<file path="src/rtl/ivc_state_ctrl_if.sv">
// Handshake bundle between one input-VC controller, its flit buffer, the VC allocator and the switch allocator.
// The master side is the controller itself; the slave side is the surrounding router logic.
`ifndef N
`define N 5
`endif
`ifndef V
`define V 4
`endif

interface ivc_state_ctrl_if #(
    parameter int COORD_W = 4
);
    logic                  bufNonEmpty;
    logic [1:0]            frontType;
    logic [COORD_W-1:0]    frontDstX;
    logic [COORD_W-1:0]    frontDstY;
    logic [`N-1:0]         reqPort;
    logic [`V-1:0]         reqVC;
    logic                  vaGrant;
    logic [`V-1:0]         vaSelVC;
    logic [`V-1:0]         allocVC;
    logic [`N*`V-1:0]      creditAvail;
    logic                  swReq;
    logic                  swGrant;
    logic                  vcRelease;
    logic                  protoErr;

    modport master (
        input  bufNonEmpty, frontType, frontDstX, frontDstY,
        input  vaGrant, vaSelVC, creditAvail, swGrant,
        output reqPort, reqVC, allocVC, swReq, vcRelease, protoErr
    );

    modport slave (
        output bufNonEmpty, frontType, frontDstX, frontDstY,
        output vaGrant, vaSelVC, creditAvail, swGrant,
        input  reqPort, reqVC, allocVC, swReq, vcRelease, protoErr
    );
endinterface

</file>
<file path="src/rtl/ivc_state_ctrl.sv">
// Per-input-VC packet controller: XY route, VC allocation request, switch request gating and
// output-VC release on tail departure. One packet in flight at a time.
`ifndef N
`define N 5
`endif
`ifndef V
`define V 4
`endif

module ivc_state_ctrl #(
    parameter int                  COORD_W = 4,
    parameter logic [COORD_W-1:0]  LOCAL_X = '0,
    parameter logic [COORD_W-1:0]  LOCAL_Y = '0,
    parameter logic [`V-1:0]       VC_MASK = {`V{1'b1}}
) (
    input  logic                 clk,
    input  logic                 rst,
    ivc_state_ctrl_if.master     bus
);

    typedef enum logic [1:0] {
        IDLE     = 2'b00,
        ROUTING  = 2'b01,
        VC_ALLOC = 2'b10,
        ACTIVE   = 2'b11
    } state_e;

    localparam logic [`V-1:0] VC_ONE = {{(`V-1){1'b0}}, 1'b1};

    state_e          state_q, state_d;
    logic [`N-1:0]   reqPort_q, reqPort_d;
    logic [`V-1:0]   allocVC_q, allocVC_d;
    logic            vcRelease_q, vcRelease_d;
    logic            protoErr_q, protoErr_d;

    logic [`N-1:0]   routePort;
    logic            selCredit;
    logic            swReqInt;
    logic            isHead;
    logic            isTail;
    logic            vaSelOneHot;

    // Type encoding: bit0 marks a head (01, 11), bit1 marks a tail (10, 11).
    assign isHead      = bus.frontType[0];
    assign isTail      = bus.frontType[1];
    assign vaSelOneHot = (bus.vaSelVC != '0) && ((bus.vaSelVC & (bus.vaSelVC - VC_ONE)) == '0);

    always_comb begin
        routePort = '0;
        if (bus.frontDstX > LOCAL_X) begin
            routePort[1] = 1'b1;
        end else if (bus.frontDstX < LOCAL_X) begin
            routePort[2] = 1'b1;
        end else if (bus.frontDstY > LOCAL_Y) begin
            routePort[3] = 1'b1;
        end else if (bus.frontDstY < LOCAL_Y) begin
            routePort[4] = 1'b1;
        end else begin
            routePort[0] = 1'b1;
        end
    end

    // Both selectors are one-hot, so an AND-OR mux picks the single credit bit without encoding.
    always_comb begin
        selCredit = 1'b0;
        for (int p = 0; p < `N; p++) begin
            for (int v = 0; v < `V; v++) begin
                selCredit = selCredit | (reqPort_q[p] & allocVC_q[v] & bus.creditAvail[p*`V + v]);
            end
        end
    end

    assign swReqInt = (state_q == ACTIVE) & bus.bufNonEmpty & selCredit;

    always_comb begin
        state_d     = state_q;
        reqPort_d   = reqPort_q;
        allocVC_d   = allocVC_q;
        vcRelease_d = 1'b0;
        protoErr_d  = protoErr_q;

        if (bus.swGrant && !swReqInt) begin
            protoErr_d = 1'b1;
        end

        case (state_q)
            IDLE: begin
                if (bus.bufNonEmpty) begin
                    if (isHead) begin
                        state_d = ROUTING;
                    end else begin
                        protoErr_d = 1'b1;
                    end
                end
            end
            ROUTING: begin
                reqPort_d = routePort;
                state_d   = VC_ALLOC;
            end
            VC_ALLOC: begin
                if (bus.vaGrant) begin
                    allocVC_d = bus.vaSelVC;
                    state_d   = ACTIVE;
                    if (!vaSelOneHot) begin
                        protoErr_d = 1'b1;
                    end
                end
            end
            ACTIVE: begin
                if (bus.swGrant && swReqInt && isTail) begin
                    vcRelease_d = 1'b1;
                    state_d     = IDLE;
                end
            end
            default: begin
                state_d = IDLE;
            end
        endcase
    end

    always_ff @(posedge clk) begin
        if (rst) begin
            state_q     <= IDLE;
            reqPort_q   <= '0;
            allocVC_q   <= '0;
            vcRelease_q <= 1'b0;
            protoErr_q  <= 1'b0;
        end else begin
            state_q     <= state_d;
            reqPort_q   <= reqPort_d;
            allocVC_q   <= allocVC_d;
            vcRelease_q <= vcRelease_d;
            protoErr_q  <= protoErr_d;
        end
    end

    assign bus.reqPort   = reqPort_q;
    assign bus.reqVC     = (state_q == VC_ALLOC) ? VC_MASK : '0;
    assign bus.allocVC   = allocVC_q;
    assign bus.swReq     = swReqInt;
    assign bus.vcRelease = vcRelease_q;
    assign bus.protoErr  = protoErr_q;

endmodule
</file>
<file path="src/flat_wrapper.sv">
// flat-port wrapper written by rule: the top's interface ports become plain ports
module ivc_state_ctrl_flat 
#(
    parameter int                  COORD_W = 4,
    parameter logic [COORD_W-1:0]  LOCAL_X = '0,
    parameter logic [COORD_W-1:0]  LOCAL_Y = '0,
    parameter logic [`V-1:0]       VC_MASK = {`V{1'b1}}
)
  (clk, rst, bus_bufNonEmpty, bus_frontType, bus_frontDstX, bus_frontDstY, bus_vaGrant, bus_vaSelVC, bus_creditAvail, bus_swGrant, bus_reqPort, bus_reqVC, bus_allocVC, bus_swReq, bus_vcRelease, bus_protoErr);
  ivc_state_ctrl_if #(.COORD_W(COORD_W)) bus_i ();
  input  logic clk;
  input  logic rst;
  input wire logic [$bits(bus_i.bufNonEmpty)-1:0] bus_bufNonEmpty;
  input wire logic [$bits(bus_i.frontType)-1:0] bus_frontType;
  input wire logic [$bits(bus_i.frontDstX)-1:0] bus_frontDstX;
  input wire logic [$bits(bus_i.frontDstY)-1:0] bus_frontDstY;
  input wire logic [$bits(bus_i.vaGrant)-1:0] bus_vaGrant;
  input wire logic [$bits(bus_i.vaSelVC)-1:0] bus_vaSelVC;
  input wire logic [$bits(bus_i.creditAvail)-1:0] bus_creditAvail;
  input wire logic [$bits(bus_i.swGrant)-1:0] bus_swGrant;
  output wire logic [$bits(bus_i.reqPort)-1:0] bus_reqPort;
  output wire logic [$bits(bus_i.reqVC)-1:0] bus_reqVC;
  output wire logic [$bits(bus_i.allocVC)-1:0] bus_allocVC;
  output wire logic [$bits(bus_i.swReq)-1:0] bus_swReq;
  output wire logic [$bits(bus_i.vcRelease)-1:0] bus_vcRelease;
  output wire logic [$bits(bus_i.protoErr)-1:0] bus_protoErr;
  assign bus_i.bufNonEmpty = bus_bufNonEmpty;
  assign bus_i.frontType = bus_frontType;
  assign bus_i.frontDstX = bus_frontDstX;
  assign bus_i.frontDstY = bus_frontDstY;
  assign bus_i.vaGrant = bus_vaGrant;
  assign bus_i.vaSelVC = bus_vaSelVC;
  assign bus_i.creditAvail = bus_creditAvail;
  assign bus_i.swGrant = bus_swGrant;
  assign bus_reqPort = bus_i.reqPort;
  assign bus_reqVC = bus_i.reqVC;
  assign bus_allocVC = bus_i.allocVC;
  assign bus_swReq = bus_i.swReq;
  assign bus_vcRelease = bus_i.vcRelease;
  assign bus_protoErr = bus_i.protoErr;
  ivc_state_ctrl #(.COORD_W(COORD_W), .LOCAL_X(LOCAL_X), .LOCAL_Y(LOCAL_Y), .VC_MASK(VC_MASK)) u_core (.clk(clk), .rst(rst), .bus(bus_i));
endmodule
</file>
<file path="config.mk">
export PLATFORM = sky130hd
export DESIGN_NAME = ivc_state_ctrl_flat
export DESIGN_NICKNAME = d
export VERILOG_FILES = /design/src/rtl/ivc_state_ctrl_if.sv /design/src/rtl/ivc_state_ctrl.sv /design/src/flat_wrapper.sv
export SDC_FILE = /design/constraint.sdc
export NUM_CORES = 1
export LEC_CHECK = 0
export CORE_MARGIN = 3
export CORE_UTILIZATION = 25
export DETAILED_ROUTE_END_ITERATION = 10
export SETUP_SLACK_MARGIN = 0.4
export SYNTH_ARGS = -nofsm -noshare
export SYNTH_HDL_FRONTEND = slang
export SYNTH_SLANG_ARGS = --single-unit
export TNS_END_PERCENT = 10
</file>
<file path="constraint.sdc">
create_clock -name clk -period 2.3 [get_ports clk]
set_input_delay 0.345 -clock clk [delete_from_list [all_inputs] [get_ports clk]]
set_output_delay 0.345 -clock clk [all_outputs]
set_load 0.01 [all_outputs]
</file>
* After elaboration in Yosys (flattened, before gate mapping) *
Index checks and enable logic that the tools add are counted.

cells by class
  add/subtract/negate cells = 1
  muxes and demuxes = 24
  order comparisons = 4
  bitwise operators = 63
  equality and inequality tests = 7
  reduce and logical (&&, ||, !) cells = 11

operator list
  operator                                                              count
  1-bit bitwise AND                                                     42
  1-bit OR                                                              19
  1-bit 2-to-1 mux                                                      15
  2-bit 2-to-1 mux                                                      5
  4-bit by 1-bit > comparator with 1-bit output, second input constant  2
  4-bit by 1-bit < comparator with 1-bit output, second input constant  2
  2-bit != test, second input constant                                  4
  2-bit one-hot mux with 4 select lines                                 1
  4-bit bitwise AND                                                     1
  2-bit == test, second input constant                                  2
  1-bit logical AND                                                     4
  4-bit logical NOT                                                     1
  4-bit 2-to-1 mux                                                      1
  4-bit AND reduction                                                   1
  4-bit nonzero test                                                    1
  4-bit by 1-bit subtractor with 4-bit output, second input constant    1
  3-bit 2-to-1 mux                                                      1
  2-bit by 1-bit == test with 1-bit output, second input constant       1
  2-bit logical NOT                                                     1
  1-bit one-hot mux with 2 select lines                                 1
  2-bit AND reduction                                                   1
  2-bit OR reduction                                                    1
  1-bit logical NOT                                                     1
  1-bit inverter                                                        1

storage, ports and cells
  input port bits = 39
  output and inout bits = 16
  flip-flop bits (word level) = 13

* Longest topological paths before layout *
Gate-level depths: netlist of the first run.

  depth in word-level cells = 28
  depth in mapped cells = 6

* Worst setup path before layout of the first run *
No wires, ideal clock.

  path type = register to register
  start point = register u_core.state_q[0]
  end point = register u_core.state_q[1]
  slack = 0.488 ns
  buffers on the path = 0
  stages on the path, launching flop included = 7
  data arrival time = 1.695 ns
  cell sequence = dfxtp_1 inv_1 ha_1 nor2b_4 or3_1 or2_1 a32o_1

on the way
  cells in the longest elaborated chain, start to end = 7

ends and longest elaborated chain
  element                               RTL line                                    source
  start, declared                       ivc_state_ctrl.sv:30                        state_e state_q, state_d;
  start signal, assigned                ivc_state_ctrl.sv:129                       state_q <= state_d;
  2-bit == test                         ivc_state_ctrl.sv:73, ivc_state_ctrl.sv:86
  1-bit bitwise AND (2 in series)       ivc_state_ctrl.sv:73                        assign swReqInt = (state_q == ACTIVE) & bus.bufNonEmpty & selCredit;
  1-bit logical AND (2 in series)       ivc_state_ctrl.sv:110                       if (bus.swGrant && swReqInt && isTail) begin
  2-bit != test (no source line)        --
  4-bit AND reduction (no source line)  --

Several ways; a longest one is shown, not always the timed one.
A chain may end at the register's enable or synchronous reset.

* Worst setup path after layout of the first run *
  start point = input bus_creditAvail[1]
  end point = output bus_swReq

on the way
  cells in the longest elaborated chain, start to end = 21

ends and longest elaborated chain
  element                  RTL line              source
  start, declared          flat_wrapper.sv:19    input wire logic [$bits(bus_i.creditAvail)-1:0] bus_creditAvail;
  1-bit bitwise AND        ivc_state_ctrl.sv:68  selCredit = selCredit | (reqPort_q[p] & allocVC_q[v] & bus.creditAvail[p*`V + v]);
  1-bit OR (19 in series)  ivc_state_ctrl.sv:68
  1-bit bitwise AND        ivc_state_ctrl.sv:73
  end, declared            flat_wrapper.sv:24    output wire logic [$bits(bus_i.swReq)-1:0] bus_swReq;

Every way passes these cells.

==> results of run 1 <==
[stage by stage]
stage,cells,util (%),worst slack (ns),total power [mW],area (µm²)
global route,166,49.9,0.334,0.831,1270
global placement,159,45.0,0.0274,0.592,1140
floorplan,89,-,0.488,0.453,693
finish,166,49.9,0.383,0.762,1270
detailed placement,159,45.0,0.0401,0.596,1140
CTS,164,46.6,0.395,0.747,1190
[worst max path at each step]
stage	to	start	cells after the start
2_1_floorplan	u_core.state_q[1]$_SDFFE_PP0P_	u_core.state_q[0]$_SDFFE_PP0P_	6
3_3_place_gp	bus_swReq	bus_creditAvail[1]	6
3_5_place_dp	bus_swReq	bus_creditAvail[14]	6
4_1_cts	bus_swReq	bus_creditAvail[0]	6
5_1_grt	bus_swReq	bus_creditAvail[1]	6
6_report	bus_swReq	bus_creditAvail[1]	6
[cells in the final DEF, fill, tap and decap left out, types with 3 or more instances in the layout]
master	netlist	final
clkdlybuf4s50_1	0	33
nand2_1	11	11
dlymetal6s2s_1	0	10
a21oi_1	9	7
dfxtp_1	11	7
nor2_1	6	6
buf_4	5	5
inv_1	4	4
a22oi_2	0	4
nand3_1	4	4
o21ai_0	4	4
dfxtp_2	0	4
nor3_1	3	3
ha_1	4	3
clkbuf_4	0	3
[worst max-delay path: stages]
cell and delay, ns:
clkdlybuf4s50_1 0.43, a22oi_2 0.21, a21oi_2 0.10, a311oi_4 0.24
nor2_1 0.10, buf_2 0.15
[per-layer routing]
| layer | wire [µm] | part of all wire, % | up-vias |
|---|---|---|---|
| met5 | 0 | 0 | - |
| met2 | 963 | 44 | 38 |
| li1 | - | - | 405 |
| met1 | 944 | 43 | 354 |
| met3 | 283 | 13 | 2 |
| met4 | 16 | 0.72 | 0 |
[state kept, by name, summed over array words and instances, names as in the netlist]
signal and flops:
u_core.bus.allocVC 4, u_core.state_q 2, u_core.bus.protoErr 1, u_core.bus.reqPort 3, u_core.bus.vcRelease 1
[logic make-up (layout without fill, tap and decap cells)]
logic type                 Yosys count  after routing  share of synthesized area [%]
and+or+nand+nor                     35             35                           25.8
AOI/OAI and AO/OA                   26             26                           25.0
DFF                                 11             11                           31.9
buffers and inverters               10             57                           8.17
adders and majority gates            4              4                           7.26
other                                1              2                          0.544
xor gates and xnor gates             1              1                           1.27
[power by group through the flow]
stage / clock network, mW / registers [mW] / logic [mW]
after detailed placement: 0 / 0.252 / 0.344
after global placement: 0 / 0.250 / 0.342
after CTS: 0.139 / 0.251 / 0.357
final: 0.131 / 0.254 / 0.376
after global routing: 0.153 / 0.260 / 0.418
after floorplan: 0 / 0.252 / 0.200
[area by class of cell]
class / count / area (µm²) / share of cell area, %
sequential: 11 / 225 / 17.7
tap: 30 / 37.5 / 2.96
clock buffer: 4 / 26.3 / 2.07
inverter: 4 / 15.0 / 1.18
timing repair buffer: 49 / 498 / 39.2
multi-input combinational: 68 / 468 / 36.8
[repair_timing]
item | in CTS | in global routing
endpoints found under the setup margin | 6 | 5
setup buffers | 1 | 2
gates resized for setup | 6 | 21
pin swaps | 4 | 10
==> impl_metrics.json, run 1 <==
{
  "whs_path_depth": 2,
  "p_int_mw": 0.503,
  "busiest_layer": "met2",
  "drc": 0,
  "power_frac_comb_pct": 49.4,
  "rsz0062_at_grt": "yes",
  "hold_slack_ns": 0.502,
  "clk_path_buf_depth": 2,
  "io_buffer_count": 44,
  "nFillCells": 259,
  "coreArea_mm2": 0.00254,
  "timing.fmax_ghz": 0.522,
  "grt_pass1_vias": 687,
  "maxCapViolations": 0,
  "syn_inst": 88,
  "clk_pin_slew_ns": 0.07,
  "wirelength_mm": 2.21,
  "yosys.area.top_type": "dfxtp_1",
  "min_to": "u_core.bus.allocVC[0]$_SDFFE_PP0P_",
  "drt-pass1-iter-count": 4,
  "cts_tree": "yes",
  "path_class": "in2out",
  "r2r_start": "u_core.state_q[0]$_SDFFE_PP0P_",
  "initial_core_util_pct": 27.1,
  "vias": 799,
  "clkPwrFrac_pct": 17.3,
  "grt_pass1_wl_mm": 3.29,
  "area_delta_synth_final_pct": 84.2,
  "drive_gt1_share_pct": 16.2,
  "cp_max_fo": 2,
  "gp_congestion": 0.708,
  "tns_ns": 0,
  "yosysSeqAreaShare_pct": 31.9,
  "drv_slew": 0,
  "p_leak_nw": 0.518,
  "hold_start": "u_core.bus.allocVC[0]$_SDFFE_PP0P_",
  "syn-mean-instance-area_um2": 7.83,
  "p_sw_share_pct": 33.9,
  "synth_edf_count": 0,
  "hold_viol": 0,
  "syn_area_um2": 689,
  "yosys-top-cells-count": "dfxtp_1 (11), nand2_1 (11), a21oi_1 (9)",
  "start_kind": "input port",
  "diodes": 0,
  "r2r_cells": 6,
  "fin_nets": 180,
  "hold_buffers": 0,
  "vdd_ir_drop_max_mv": 0.356,
  "io_pins": 55,
  "post-route-period-util_pct": 83.3,
  "fin_crit_ns": 1.92,
  "synth-seq-cells": 11,
  "synth_ff_type": "dfxtp_1",
  "status": "completed",
  "arrival_ns": 1.57,
  "min_path_type": "reg2reg",
  "synth_area_leaders": "dfxtp_1 (32%), ha_1 (7.3%), a21oi_1 (6.5%)",
  "cts.sinks": 11,
  "grt_util_all_layers_pct": 12.8,
  "pwr_density_cell_mw_per_mm2": 600,
  "rrSetupSlack_ns": 0.52,
  "antenna_found_initial": 0,
  "ys_types": 27,
  "numCtsBuffers": 3,
  "netlist.area_leader.share_pct": 31.9,
  "wl_per_cell_um": 13.3,
  "die_h_um": 58.5,
  "dp_hpwl_mm": 1.62,
  "gr-total-overflow": 0,
  "via_per_inst": 4.81,
  "p_sw_mw": 0.258,
  "regToRegEndpoint": "u_core.state_q[1]$_SDFFE_PP0P_",
  "design.die.area_mm2": 0.00342,
  "grt_max_degree": 13,
  "grt_use_met3_pct": 6.58,
  "die_w_um": 58.5,
  "ys_warn_count": 0,
  "setup_viol": 0,
  "cts-root-buf": "clkbuf_4",
  "antenna_left": 0,
  "required_ns": 1.96,
  "met1_usage_pct": 15.9,
  "cp-end-kind": "primary output",
  "drtIter0Drc": 35,
  "clk_latency_ns": 0.27,
  "clock-skew-final_ns": 0.00397,
  "ys_async_sr_fraction_pct": 0,
  "grt_use_met2_pct": 19.0,
  "power_frac_seq_pct": 33.4,
  "rows": 18,
  "cts_max_level": 1
}
Power figures use the tool's default switching activity.
==> run 2, diff against run 1 <==
- PLACE_DENSITY: not set -> 0.66
- clock period: 2.3 -> 1.6 ns (I/O delays scaled with it)
==> run 2 against run 1 <==
Effect of this change:
- the run now ends with setup timing left
- non-clock buffer count up 13
- count of clock-buffer cells in the layout unchanged
- wire length grew 12%
- total power rose by 70%
- clock power increased by 43%
- critical path type unchanged
==> impl_metrics.json, run 2 (same netlist as run 1, synthesis figures left out) <==
{
  "pwr_density_cell_mw_per_mm2": 925,
  "grt_pass1_vias": 869,
  "cp.depth": 6,
  "gp_congestion": 0.799,
  "antenna_left": 0,
  "final_util_pct": 55.0,
  "diodes": 0,
  "rrSetupSlack_ns": -0.04,
  "layout_commonest_cell": "clkdlybuf4s50_1",
  "drt-pass1-iter-count": 4,
  "critical_path.cell_chain": "clkdlybuf4s50_1 -> a22oi_1 -> a21oi_2 -> a311oi_2 -> nor2_1 -> buf_2",
  "clkPwrFrac_pct": 14.4,
  "gr-total-overflow": 0,
  "grt_max_degree": 12,
  "timing.fmax_ghz": 0.590,
  "ff_latch_area_um2": 241,
  "clk_path_buf_depth": 2,
  "clock-skew-final_ns": 0.00215,
  "cpLargestDelayFamily": "compound AO/OA/AOI/OAI gates",
  "coreArea_mm2": 0.00254,
  "clk_pin_slew_ns": 0.07,
  "path_class": "in2out",
  "cp_max_fo": 2,
  "drc": 0,
  "fin_crit_ns": 1.69,
  "antenna_found_initial": 0,
  "wirelength_mm": 2.47,
  "final_cell_mix": "clkdlybuf4s50_1 (25), buf_4 (16), nand2_1 (9), dlygate4sd2_1 (9), a21oi_1 (7)",
  "die_h_um": 58.5,
  "grt_pass1_wl_mm": 3.94,
  "wl_per_cell_um": 13.8,
  "min_path_type": "reg2reg",
  "design_area_mm2": 0.00140,
  "hold_slack_ns": 0.497,
  "critPathMaxStageDelay_ns": 0.40,
  "final.setup.worst_slack_ns": -0.0944,
  "post-route-period-util_pct": 106,
  "clk_latency_ns": 0.26,
  "status": "finished with violations",
  "rows": 18,
  "cts_tree": "yes",
  "drive_gt1_share_pct": 40.3,
  "arrival_ns": 1.45,
  "drv_slew": 0,
  "required_ns": 1.36,
  "power_frac_comb_pct": 56.8,
  "cp.buffers_inverters": 2,
  "cts.sinks": 11,
  "p_leak_nw": 0.562,
  "die_w_um": 58.5,
  "r2r_start": "u_core.bus.allocVC[2]$_SDFFE_PP0P_",
  "largest_reg_flops": 4,
  "nFillCells": 247,
  "r2r_cells": 7,
  "design.die.area_mm2": 0.00342,
  "setup_viol": 2,
  "p_sw_share_pct": 34.3,
  "whs_path_depth": 2,
  "cp-end-kind": "primary output",
  "startpoint": "bus_creditAvail[0]",
  "via_per_inst": 4.98,
  "failed_checks": "setup timing",
  "hold_viol": 0,
  "rsz0062_at_grt": "yes",
  "cts_max_level": 1,
  "vias": 892,
  "grt_util_all_layers_pct": 15.1,
  "multi_input_area_um2": 513,
  "area_delta_synth_final_pct": 103,
  "start_kind": "input port",
  "p_sw_mw": 0.444,
  "tns_ns": -0.132,
  "vdd_ir_drop_max_mv": 0.510,
  "cts-root-buf": "clkbuf_4",
  "slowest_stage": "clkdlybuf4s50_1",
  "io_pins": 55,
  "fin_nets": 193,
  "numCtsBuffers": 3,
  "place_area_mm2": 0.00127,
  "io_buffer_count": 44,
  "initial_core_util_pct": 27.1,
  "p_int_mw": 0.851,
  "drtIter0Drc": 47,
  "maxCapViolations": 0,
  "power_frac_seq_pct": 28.8,
  "dp_hpwl_mm": 1.91,
  "hold_start": "u_core.bus.reqPort[3]$_SDFFE_PP0N_"
}
run 2: final timing paths:
| path | end |
|---|---|
| hold reg to reg | u_core.bus.reqPort[3]$_SDFFE_PP0N_ |
| hold / removal | u_core.bus.reqPort[3]$_SDFFE_PP0N_ |
| setup reg to reg | u_core.state_q[1]$_SDFFE_PP0P_ |
| setup / recovery | bus_swReq |
run 2: per-layer routing:
metal	global-route usage, %	wire [µm]	share of wire, %	vias up
met5	0	0	0	-
met4	5.63	46	1.9	0
met3	5.04	334	14	4
met2	25.2	1160	47	54
met1	17.8	931	38	400
li1	-	-	-	434
run 2: worst register-to-register path: cells and delay by family (launching register included):
| family | cells | cell delay (ns) |
|---|---|---|
| and+or+nand+nor | 1 | 0.10 |
| AOI/OAI and AO/OA | 4 | 0.78 |
| DFF | 1 | 0.37 |
| buffers and inverters | 2 | 0.28 |
run 2: cell type report:
type	count	area share [%]
inverter	4	1.25
clock buffer	4	1.88
sequential	11	17.3
multi-input combinational	68	36.7
timing repair buffer	62	40.3
tap	30	2.68
run 2: timing repair:
item,in CTS,in global routing
gates resized for setup,62,20
hold buffers,0,0
setup buffers,1,0
pin swaps,15,11
endpoints found under the setup margin,21,21
endpoints found under the hold margin,0,0
run 2: through the flow:
stage	instances	setup WS [ns]	total power [mW]
floorplan	89	0.00541	0.681
global placement	174	-0.393	1.00
detailed placement	174	-0.462	1.02
CTS	179	-0.0871	1.29
global route	179	-0.193	1.39
finish	179	-0.0944	1.29
run 2: power groups by stage:
stage / sequential, mW / combinational, mW / clock (mW)
2_1_floorplan: 0.374 / 0.307 / 0
3_3_place_gp: 0.364 / 0.636 / 0
3_5_place_dp: 0.366 / 0.651 / 0
4_1_cts: 0.370 / 0.732 / 0.191
5_1_grt: 0.381 / 0.798 / 0.212
6_report: 0.372 / 0.736 / 0.187
==> run 3, diff against run 2 <==
- CORE_UTILIZATION: 25 -> 29
- CTS_CLUSTER_DIAMETER: not set -> 200
- PLACE_DENSITY: 0.66 -> 0.75
==> run 3 against run 2 <==
Effect of this change:
- the flow still finishes with violations (setup timing)
- wire length fell by 3.6%
- die area fell by 12%
- sequential power fell by 5%
- first-iteration DRC count fell by 70%
- sequential share of layout area rose by 0.12 points
- non-clock buffer count fell by 1
- final cell count fell by 1.7%
- critical endpoint unchanged
- highest routed layer unchanged
==> impl_metrics.json, run 3 (same netlist as run 1, synthesis figures left out) <==
{
  "numCtsBuffers": 3,
  "layout_commonest_cell": "clkdlybuf4s50_1",
  "grt_max_degree": 12,
  "critPathMaxStageDelay_ns": 0.37,
  "gr-total-overflow": 0,
  "io_buffer_count": 44,
  "setup_viol": 3,
  "gp_congestion": 0.943,
  "antenna_left": 0,
  "regToRegEndpoint": "u_core.state_q[1]$_SDFFE_PP0P_",
  "antenna_found_initial": 0,
  "failed_checks": "setup timing",
  "cts-root-buf": "clkbuf_4",
  "die_w_um": 54.8,
  "pwr_density_cell_mw_per_mm2": 889,
  "post-route-period-util_pct": 106,
  "rsz0062_at_grt": "yes",
  "min_path_type": "reg2reg",
  "path_class": "reg2out",
  "drtIter0Drc": 14,
  "arrival_ns": 1.45,
  "drive_gt1_share_pct": 37.2,
  "clock-skew-final_ns": 0.00450,
  "start_kind": "register",
  "hold_start": "u_core.bus.reqPort[3]$_SDFFE_PP0N_",
  "fin_nets": 192,
  "vdd_ir_drop_max_mv": 0.490,
  "fin_crit_ns": 1.69,
  "status": "finished with violations",
  "p_leak_nw": 0.579,
  "dp_hpwl_mm": 1.82,
  "design.die.area_mm2": 0.00300,
  "cp-end-kind": "primary output",
  "nFillCells": 203,
  "drv_slew": 0,
  "slowest_stage": "dfxtp_4",
  "clk_latency_ns": 0.26,
  "clk_path_buf_depth": 2,
  "critical_path.cell_chain": "a22oi_2 -> nand2_2 -> a311oi_4 -> nor2_1 -> buf_2",
  "drt-pass1-iter-count": 4,
  "maxCapViolations": 0,
  "final_util_pct": 61.6,
  "r2r_cells": 6,
  "die_h_um": 54.8,
  "rows": 17,
  "r2r_start": "u_core.state_q[1]$_SDFFE_PP0P_",
  "min_to": "u_core.bus.reqPort[3]$_SDFFE_PP0N_",
  "vias": 862,
  "place_area_mm2": 0.00126,
  "largest_reg_flops": 4,
  "cp_max_fo": 4,
  "clk_pin_slew_ns": 0.07,
  "cts_tree": "yes",
  "hold_viol": 0,
  "diodes": 0,
  "rrSetupSlack_ns": -0.06,
  "design_area_mm2": 0.00138,
  "drc": 0,
  "grt_util_all_layers_pct": 16.5,
  "final.setup.worst_slack_ns": -0.0894,
  "coreArea_mm2": 0.00223,
  "cts_max_level": 1,
  "whs_path_depth": 2,
  "grt_pass1_vias": 836,
  "via_per_inst": 4.90,
  "initial_core_util_pct": 30.9,
  "final_cell_mix": "clkdlybuf4s50_1 (22), buf_4 (16), dlygate4sd2_1 (12)",
  "wirelength_mm": 2.38,
  "io_pins": 55,
  "area_delta_synth_final_pct": 99.5,
  "grt_pass1_wl_mm": 3.51,
  "required_ns": 1.36,
  "timing.fmax_ghz": 0.592,
  "wl_per_cell_um": 13.5,
  "cts.sinks": 11
}
==> run 3: cell count changes in the layout (fill, tap and decap cells not counted), moves of 2 or more <==
| cell | before | now |
|---|---|---|
| dfxtp_2 | 5 | 3 |
| dlymetal6s2s_1 | 0 | 2 |
| clkdlybuf4s50_1 | 25 | 22 |
| dlygate4sd2_1 | 9 | 12 |
| dfxtp_1 | 2 | 4 |
| buf_6 | 6 | 4 |
==> run 3: area by class of cell <==
class | count | area, µm² | area share [%]
clock buffers | 4 | 26.3 | 1.91
inverters | 4 | 15.0 | 1.09
multi-input cells | 68 | 519 | 37.8
flip-flops and latches | 11 | 239 | 17.4
well taps | 28 | 35.0 | 2.55
repair buffers | 61 | 541 | 39.3
==> run 3: worst max path at each step <==
stage	start	end	slack, ns	depth (start not counted)
CTS	u_core.bus.allocVC[0]$_SDFFE_PP0P_	bus_swReq	-0.07	5
detailed placement	bus_creditAvail[14]	bus_swReq	-0.45	6
finish	u_core.bus.allocVC[0]$_SDFFE_PP0P_	bus_swReq	-0.09	5
global placement	bus_creditAvail[14]	bus_swReq	-0.46	6
global route	u_core.bus.allocVC[0]$_SDFFE_PP0P_	bus_swReq	-0.20	5
floorplan	u_core.state_q[0]$_SDFFE_PP0P_	u_core.state_q[1]$_SDFFE_PP0P_	0.005	6
==> run 3: where the power goes <==
part | switching (mW) | total [mW] | leakage (nW) | internal, mW
Sequential | 0.0347 | 0.354 | 0.0940 | 0.319
Clock | 0.0884 | 0.185 | 0.0150 | 0.0962
Combinational | 0.297 | 0.683 | 0.470 | 0.387
==> run 3: through the flow <==
step,cells,power [mW],setup TNS [ns],setup WS [ns],hold WS [ns]
2_1_floorplan,89,0.681,0,0.00541,0.388
3_3_place_gp,170,0.946,-1.17,-0.459,0.490
3_5_place_dp,170,0.964,-1.23,-0.453,0.494
4_1_cts,176,1.22,-0.144,-0.0679,0.501
5_1_grt,176,1.32,-0.431,-0.199,0.517
6_report,176,1.22,-0.175,-0.0894,0.502
==> run 3: critical path: cells and delay by family (launching register included) <==
kind                   cells  cell delay [ns]
AND/OR/NAND/NOR            2             0.15
buffers and inverters      1             0.14
AO/OA/AOI/OAI              2             0.53
flip-flops                 1             0.37
==> run 3: what timing repair did <==
item                       CTS  global route
hold buffers                 0             0
setup buffers                2             0
pin swaps                   11             7
setup endpoints to repair   21            18
gates resized for setup     64            13
==> run 3: routing by layer <==
metal | GRT usage (%) | routed length (µm) | up-vias
met5 | 0 | 0 | -
met4 | 4.98 | 10 | 0
met3 | 3.27 | 234 | 2
met2 | 33.5 | 1280 | 39
met1 | 16.1 | 851 | 389
li1 | - | - | 432
